`src/rtl/simple_receiver.sv`:
```
// UART receive stage: oversamples an asynchronous serial line, recovers
// start/data/stop frames and pushes good words into a downstream FIFO.
module simple_receiver #(
  parameter int CLOCK_FREQUENCY = 100_000_000,
  parameter int BAUD_RATE       = 115200,
  parameter int WORD_WIDTH      = 8
) (
  input  logic                  clk,
  input  logic                  rst_n,
  input  logic                  din,
  input  logic                  full,
  output logic                  we,
  output logic [WORD_WIDTH-1:0] dout,
  output logic                  frame_error,
  output logic                  overrun
);

  localparam int BIT_PERIOD  = CLOCK_FREQUENCY / BAUD_RATE;
  localparam int HALF_PERIOD = BIT_PERIOD / 2;
  localparam int CNT_W       = (BIT_PERIOD > 1) ? $clog2(BIT_PERIOD) : 1;
  localparam int IDX_W       = (WORD_WIDTH > 1) ? $clog2(WORD_WIDTH) : 1;

  localparam logic [CNT_W-1:0] BIT_LAST  = CNT_W'(BIT_PERIOD - 1);
  localparam logic [CNT_W-1:0] HALF_LAST = CNT_W'(HALF_PERIOD - 1);
  localparam logic [IDX_W-1:0] IDX_LAST  = IDX_W'(WORD_WIDTH - 1);

  typedef enum logic [2:0] {
    S_IDLE,
    S_START,
    S_DATA,
    S_STOP,
    S_WRITE,
    S_BREAK
  } state_t;

  state_t                r_state;
  logic [CNT_W-1:0]      r_cnt;
  logic [IDX_W-1:0]      r_idx;
  logic [WORD_WIDTH-1:0] r_shift;
  logic [WORD_WIDTH-1:0] r_dout;
  logic                  r_we;
  logic                  r_fe;
  logic                  r_ovr;
  logic                  r_sync1;
  logic                  r_sync2;

  state_t                w_state_nxt;
  logic [CNT_W-1:0]      w_cnt_nxt;
  logic [IDX_W-1:0]      w_idx_nxt;
  logic [WORD_WIDTH-1:0] w_shift_nxt;
  logic [WORD_WIDTH-1:0] w_dout_nxt;
  logic                  w_we_nxt;
  logic                  w_fe_nxt;
  logic                  w_ovr_nxt;
  logic                  w_rxs;

  assign w_rxs       = r_sync2;
  assign we          = r_we;
  assign dout        = r_dout;
  assign frame_error = r_fe;
  assign overrun     = r_ovr;

  // Synchronisers reset to the idle (high) line level so reset never looks like a start bit
  always_ff @(posedge clk or negedge rst_n) begin
    if (!rst_n) begin
      r_sync1 <= 1'b1;
      r_sync2 <= 1'b1;
      r_state <= S_IDLE;
      r_cnt   <= '0;
      r_idx   <= '0;
      r_shift <= '0;
      r_dout  <= '0;
      r_we    <= 1'b0;
      r_fe    <= 1'b0;
      r_ovr   <= 1'b0;
    end else begin
      r_sync1 <= din;
      r_sync2 <= r_sync1;
      r_state <= w_state_nxt;
      r_cnt   <= w_cnt_nxt;
      r_idx   <= w_idx_nxt;
      r_shift <= w_shift_nxt;
      r_dout  <= w_dout_nxt;
      r_we    <= w_we_nxt;
      r_fe    <= w_fe_nxt;
      r_ovr   <= w_ovr_nxt;
    end
  end

  always_comb begin
    w_state_nxt = r_state;
    w_cnt_nxt   = r_cnt + CNT_W'(1);
    w_idx_nxt   = r_idx;
    w_shift_nxt = r_shift;
    w_dout_nxt  = r_dout;
    w_we_nxt    = 1'b0;
    w_fe_nxt    = 1'b0;
    w_ovr_nxt   = 1'b0;
    case (r_state)
      S_IDLE: begin
        w_cnt_nxt = '0;
        w_idx_nxt = '0;
        if (!w_rxs) w_state_nxt = S_START;
      end
      S_START: begin
        // A start bit that is gone by mid-bit is treated as a glitch
        if (r_cnt == HALF_LAST) begin
          w_cnt_nxt   = '0;
          w_idx_nxt   = '0;
          w_state_nxt = w_rxs ? S_IDLE : S_DATA;
        end
      end
      S_DATA: begin
        if (r_cnt == BIT_LAST) begin
          w_cnt_nxt          = '0;
          w_shift_nxt[r_idx] = w_rxs;
          if (r_idx == IDX_LAST) begin
            w_idx_nxt   = '0;
            w_state_nxt = S_STOP;
          end else begin
            w_idx_nxt = r_idx + IDX_W'(1);
          end
        end
      end
      S_STOP: begin
        // Leaving at mid-stop-bit lets a directly following start bit be caught
        if (r_cnt == BIT_LAST) begin
          w_cnt_nxt = '0;
          if (!w_rxs) begin
            w_fe_nxt    = 1'b1;
            w_state_nxt = S_BREAK;
          end else if (full) begin
            w_ovr_nxt   = 1'b1;
            w_state_nxt = S_IDLE;
          end else begin
            w_state_nxt = S_WRITE;
          end
        end
      end
      S_WRITE: begin
        w_cnt_nxt   = '0;
        w_dout_nxt  = r_shift;
        w_we_nxt    = 1'b1;
        w_state_nxt = S_IDLE;
      end
      S_BREAK: begin
        w_cnt_nxt = '0;
        if (w_rxs) w_state_nxt = S_IDLE;
      end
      default: begin
        w_cnt_nxt   = '0;
        w_idx_nxt   = '0;
        w_state_nxt = S_IDLE;
      end
    endcase
  end

endmodule
```
`config.mk`:
```
export PLATFORM = sky130hd
export DESIGN_NAME = simple_receiver
export DESIGN_NICKNAME = d
export VERILOG_FILES = /design/src/rtl/simple_receiver.sv
export SDC_FILE = /design/constraint.sdc
export NUM_CORES = 1
export LEC_CHECK = 0
export ABC_AREA = 0
export CAP_MARGIN = 15
export CORE_ASPECT_RATIO = 0.8
export CORE_MARGIN = 2
export CORE_UTILIZATION = 60
export DETAILED_ROUTE_END_ITERATION = 16
export DONT_BUFFER_PORTS = 1
export GPL_ROUTABILITY_DRIVEN = 0
export PLACE_DENSITY = 0.78
export SLEW_MARGIN = 20
export SYNTH_ARGS = -nofsm -noshare
export SYNTH_HDL_FRONTEND = slang
export SYNTH_SLANG_ARGS = --single-unit
```
`constraint.sdc`:
```
create_clock -name clk -period 4.9 [get_ports clk]
set_input_delay 0.98 -clock clk [delete_from_list [all_inputs] [get_ports clk]]
set_output_delay 0.98 -clock clk [all_outputs]
set_load 0.01 [all_outputs]
```
==> metrics <==
status=finished clean; CP max FO=9; leading area contributor after synthesis=dfrtp_1; clock sink total=37; pre-CTS WS=2.69 ns; non-filler instance count after layout=~180; Netlist cell types=43; final setup TNS=0 ns; max-cap violations=0; Clock Tree Root=clkbuf_8; CP arrival=2.40 ns; number of global-route vias before repair=1106; Hold Fails Final Rpt=0; grt ovf=0; fmax=0.451 GHz; ys flop type=dfrtp_1; hold buffers post-CTS=0; Period minus WS final=about 2.2 ns; leading cell types in the layout, fill and taps excluded=dfrtp_1 (35), nor2_1 (16), mux2_2 (11), clkbuf_8 (7), mux2_1 (6); Wirelength per Cell=roughly 16 µm; Max clock buf depth=2; largest net degree at the start of global routing=38; Worst Path Required=5.08 ns; hold path startpoint=r_sync1; slowest stage delay, CP=~0.54 ns; post-synth top area share=0.497; type of the most critical hold path=reg -> reg; Critical Path Source Type=register; crit end category=register; clk_skew=0.00899 ns; Antenna Cells=0; slew margin rel.=0.469; Synth Cell Area=1760 µm²; worst r2r src=r_cnt[2]; critical path type=reg -> reg; synthesized flop and latch total=37; register area=approximately 930 µm²; EDFF count, synth=0; starting density of the core=0.633; CTS Buf Count=5; Via Count=1118; First-pass DRT Iterations=4; Nets=around 150; initial antenna violation count=0; worst-path cell chain=or3b_1, nor4_4, and4bb_1, mux2_1; fin. max-slew vios=0; FILL cells=around 220; number of H-tree levels=2; Vias/cell=roughly 6; DP Cell Count=176; I/O pins=15; Worst Hold End=r_sync2; final core utilization=0.673; Power per Cell Area=between 300 and 400 nW/µm²; worst reg-to-reg path cell count=4; RR Endpoint=r_shift[2]; CTS tree=done; Clk Latency, worst-skew pair=0.30 ns; multi-input logic area=782 µm²; Post-CTS Setup Bufs=0; first-pass GRT wire length=5210 µm; RSZ-0062 raised after global routing=no; final worst slack=approximately 2.7 ns; VDD IR max=between 0.2 and 0.25 mV; hold path depth=0; Core Area=2790 µm²; row cnt=17; die area=about 3400 µm²; Synth Area per Inst=12.1 µm²; syn nets=154; Final Routed Wirelength=2940 µm; measured slew at the worst slew-check pin=0.777 ns; DPL Wire Length=2030 µm; Die Ht=between 50 and 60 µm; starting DRC count in detailed routing=slightly below 80; chip width=64.6 µm; Tot GR Track Use=0.210; # DRC=0; final setup fails=0; number of port buffers=0; Syn-to-layout area delta=6.32%; most common cell after layout, fill and taps aside=dfrtp_1; CP max-delay cell=or3b_1; Area contributors post-synth=dfrtp_1 (50%), mux2_2 (7.0%), mux2_1 (3.8%); R2R setup slack=2.68 ns; Yosys warning count=0; period utilisation layout=0.453; Post-Syn Instances=146; post-synthesis sequential area ratio=0.527; Post-DRT Antenna Nets=0; share of cells above drive strength 1=0.192; ys async rst share=1.00; post-CTS resize count=0; clk slew on worst S/H paths=0.07 ns; leakage=0.868 nW
==> layout make-up <==
| class | instances | area share |
|---|---|---|
| multi-input cells | 97 | 0.417 |
| well taps | 38 | 0.0254 |
| clock inverters | 1 | 0.00267 |
| flip-flops and latches | 37 | 0.495 |
| clock buffers | 7 | 0.0514 |
| inverters | 4 | 0.00801 |
==> Yosys cell counts (3+ instances only) <==
cell type / n
mux2_2: 11
nor3_1: 5
clkbuf_1: 7
xor2_1: 5
nand4_1: 4
nand4b_1: 4
ha_1: 4
xnor2_1: 3
inv_1: 4
nor2_1: 16
mux2_1: 6
nand3_1: 3
dfrtp_1: 35
nand2_1: 4
==> power breakdown <==
group / internal [W] / switching (W)
registers: 0.000327 / 0.0000285
logic: 0.0000280 / 0.0000327
clock network: 0.000127 / 0.000108
total: 0.000482 / 0.000170
==> registers in the layout, summed over array words and instances, names as in the netlist, 3 cells and up <==
| signal | cells |
|---|---|
| r_idx | 3 |
| r_cnt | 10 |
| r_shift | 8 |
| r_state | 3 |
| dout | 8 |
==> cells by family (layout without fill, tap and decap cells) <==
family          Yosys count  after routing  synth area share
xor+xnor                  8              8            0.0397
flops                    37             37             0.527
buf+inv                  12             12            0.0298
compound gates           12             12            0.0646
fa+ha+maj                 4              4            0.0284
mux                      18             18             0.114
simple gates             55             55             0.197
==> stage by stage <==
step	cell area [µm²]	hold WS, ns	power [W]
finish	1870	0.364	0.000652
global route	1870	0.356	0.000678
CTS	1870	0.357	0.000660
detailed placement	1770	0.356	0.000423
global placement	1770	0.348	0.000415
floorplan	1760	0.345	0.000404
==> worst max path at each step <==
| stage | start | end | slack [ns] | cells after the start |
|---|---|---|---|---|
| after global routing | r_cnt[2] | r_shift[2] | 2.55 | 4 |
| after floorplan | r_cnt[2] | r_shift[4] | 2.87 | 5 |
| after global placement | r_cnt[2] | r_shift[4] | 2.76 | 4 |
| after CTS | r_cnt[2] | r_shift[2] | 2.68 | 4 |
| final | r_cnt[2] | r_shift[2] | 2.68 | 4 |
| after detailed placement | r_cnt[2] | r_shift[2] | 2.69 | 4 |
==> layer usage <==
metal  wire [µm]  track usage  part of all wire  up-vias
li1            -            -                 -      527
met1        1440        0.274              0.49      559
met2        1300        0.325              0.44       27
met3         156       0.0624             0.053        5
met4          42        0.106             0.014        0
met5           0            0                 0        -
==> worst max-delay path: cells and delay by family, from the launching register on <==
kind | cells | cell delay (ns)
multiplexers | 1 | 0.33
AND/OR/NAND/NOR | 3 | 1.35
flip-flops | 1 | 0.43
Note: power is estimated with default switching activity, not from simulation.
==> RTL edit: new RTL, config.mk and constraints unchanged <==
`r_shift` no longer has a reset.
--- a/src/rtl/simple_receiver.sv
+++ b/src/rtl/simple_receiver.sv
@@ -68,7 +68,6 @@
       r_state <= S_IDLE;
       r_cnt   <= '0;
       r_idx   <= '0;
-      r_shift <= '0;
       r_dout  <= '0;
       r_we    <= 1'b0;
       r_fe    <= 1'b0;
@@ -79,12 +78,15 @@
       r_state <= w_state_nxt;
       r_cnt   <= w_cnt_nxt;
       r_idx   <= w_idx_nxt;
-      r_shift <= w_shift_nxt;
       r_dout  <= w_dout_nxt;
       r_we    <= w_we_nxt;
       r_fe    <= w_fe_nxt;
       r_ovr   <= w_ovr_nxt;
     end
+  end
+
+  always_ff @(posedge clk) begin
+    r_shift <= w_shift_nxt;
   end
 
   always_comb begin
Function: no difference found for any inputs over 10 cycles, from zero or initial values and one cycle with rst_n low; that may be too few to reach the edited logic, so the function may still have changed.
==> RTL edit against the unedited design <==
  * First-iteration DRC count fell by 31%
  * Hold slack worse by 0.048 ns
  * Design area fell by 4.7%
  * Routed wire length is 4.4% lower
  * Sequential cell count stayed put
  * Area after synthesis shrank 3.7%
  * Setup slack improved by 0.30 ns
Power is not compared: it rests on default switching activity, and its combinational part moved more than twofold at a synthesized area within 25%.
==> RTL edit: results (changes against the unedited design) <==
| Metric | Value |
|---|---|
| HPWL Detailed | 1990 um (was 2030 um) |
| Syn Area/Cell | 11.6 um^2 (was 12.1 um^2) |
| Met1 global-route usage | 26.9% (was 27.4%) |
| Top cells by area, synth | dfrtp_1, edfxtp_1, mux2_2, nor2_1, dfstp_2 (was dfrtp_1, mux2_2, mux2_1, nor2_1, dfstp_2) |
| Largest net degree at the start of global routing | 30 (was 38) |
| Slowest CP cell | dfrtp_1 (was or3b_1) |
| Global-route wire length before repair | 4720 um (was 5210 um) |
| Register area | 968 um^2 (was 928 um^2) |
| Status | completed (unchanged) |
| Met2 wire length | 1230 um (was 1300 um) |
| Signal buffers share of area | 0% (unchanged) |
| Pre-CTS setup slack | 3.00 ns (was 2.69 ns) |
| CP max stage delay | 0.43 ns (was 0.54 ns) |
| Post-DR wirelength/cell | 15.0 um (was 16.0 um) |
| Final #Nets | 156 (was 153) |
| Post-route insts no fill | 187 (was 184) |
| Clk_skew | 0.0128 ns (was 0.00899 ns) |
| Seq/Total Area, Yosys | 57.0% (was 52.7%) |
| Grt met3 use | 6.06% (was 6.24%) |
| WL met3 | 150 um (was 156 um) |
| Clock-pin slew on the worst setup and hold paths | 0.11 ns (was 0.07 ns) |
| Worst-skew pair later-pin latency | 0.34 ns (was 0.30 ns) |
| M1 WL | 1400 um (was 1440 um) |
| DP Area | 1720 um^2 (was 1770 um^2) |
| Total chip power | 483 uW |
| Most frequent cells after synthesis | dfrtp_1, nor2_1, nand2_1 (was dfrtp_1, nor2_1, mux2_2) |
| Peak supply drop | 266 uV |
| Netlist cell types | 38 (was 43) |
| Non-clk invs | 4 (unchanged) |
| Worst slew margin | 71.0% (was 46.9%) |
| Buffers, non-clock | 0 (unchanged) |
| Tot GR Track Use | 19.7% (was 21.0%) |
| Util after Layout | 65.6% (was 67.3%) |
| Post-synth EDFFs | 8 (was 0) |
| Layout cells sized above 1 | 18.1% (was 19.2%) |
| Hold WC Path Type | primary input to async pin (was flip-flop to flip-flop) |
| Vias | 1096 (was 1118) |
| Fillers | 220 (was 216) |
| Multi-input gate share of total cell area | 38.8% (was 41.7%) |
| Vias in the first global route | 1031 (was 1106) |
| DR iter-0 viols | 54 (was 78) |
| Async SR Flop Fraction | 78.4% (was 100%) |
| #MultiIn Comb | 100 (was 97) |
| First drt pass iteration count | 4 (unchanged) |
| Worst-path fanout max | 5 (was 9) |
| Met2 GRT Util | 28.8% (was 32.5%) |
| ClkCell Share | 3.50% (was 5.41%) |
| Post-route cell area | 1790 um^2 (was 1870 um^2) |
| Inst Count DP | 179 (was 176) |
| Clk Tree Root Cell | clkbuf_4 (was clkbuf_8) |
==> RTL edit: cell types whose count changed after synthesis, sizes merged, moves of 5 or more <==
cell,delta
edfxtp,+8
nand2,+5
dfrtp,-8
clkbuf,-6
nor2,+6
mux2,-9
==> RTL edit: kinds of logic after synthesis <==
kind of cell             share of synthesized area (%)
AND/OR/NAND/NOR                                   23.1
XOR/XNOR                                          4.13
adder cells (fa/ha/maj)                           2.95
buffers and inverters                             2.21
flip-flops                                        57.0
multiplexers                                      5.31
AO/OA/AOI/OAI                                     5.23
==> RTL edit: final timing paths <==
kind                            startpoint          to  slack, ns  cells after the start
worst max-delay path              r_cnt[0]  r_shift[2]       2.98                      5
worst min-delay path                 rst_n     dout[1]       0.32                      0
worst max register to register    r_cnt[0]  r_shift[2]       2.98                      5
worst min register to register     r_sync1     r_sync2       0.36                      0
max in group asynchronous            rst_n     r_sync2       4.41                      0
min in group clk                   r_sync1     r_sync2       0.36                      0
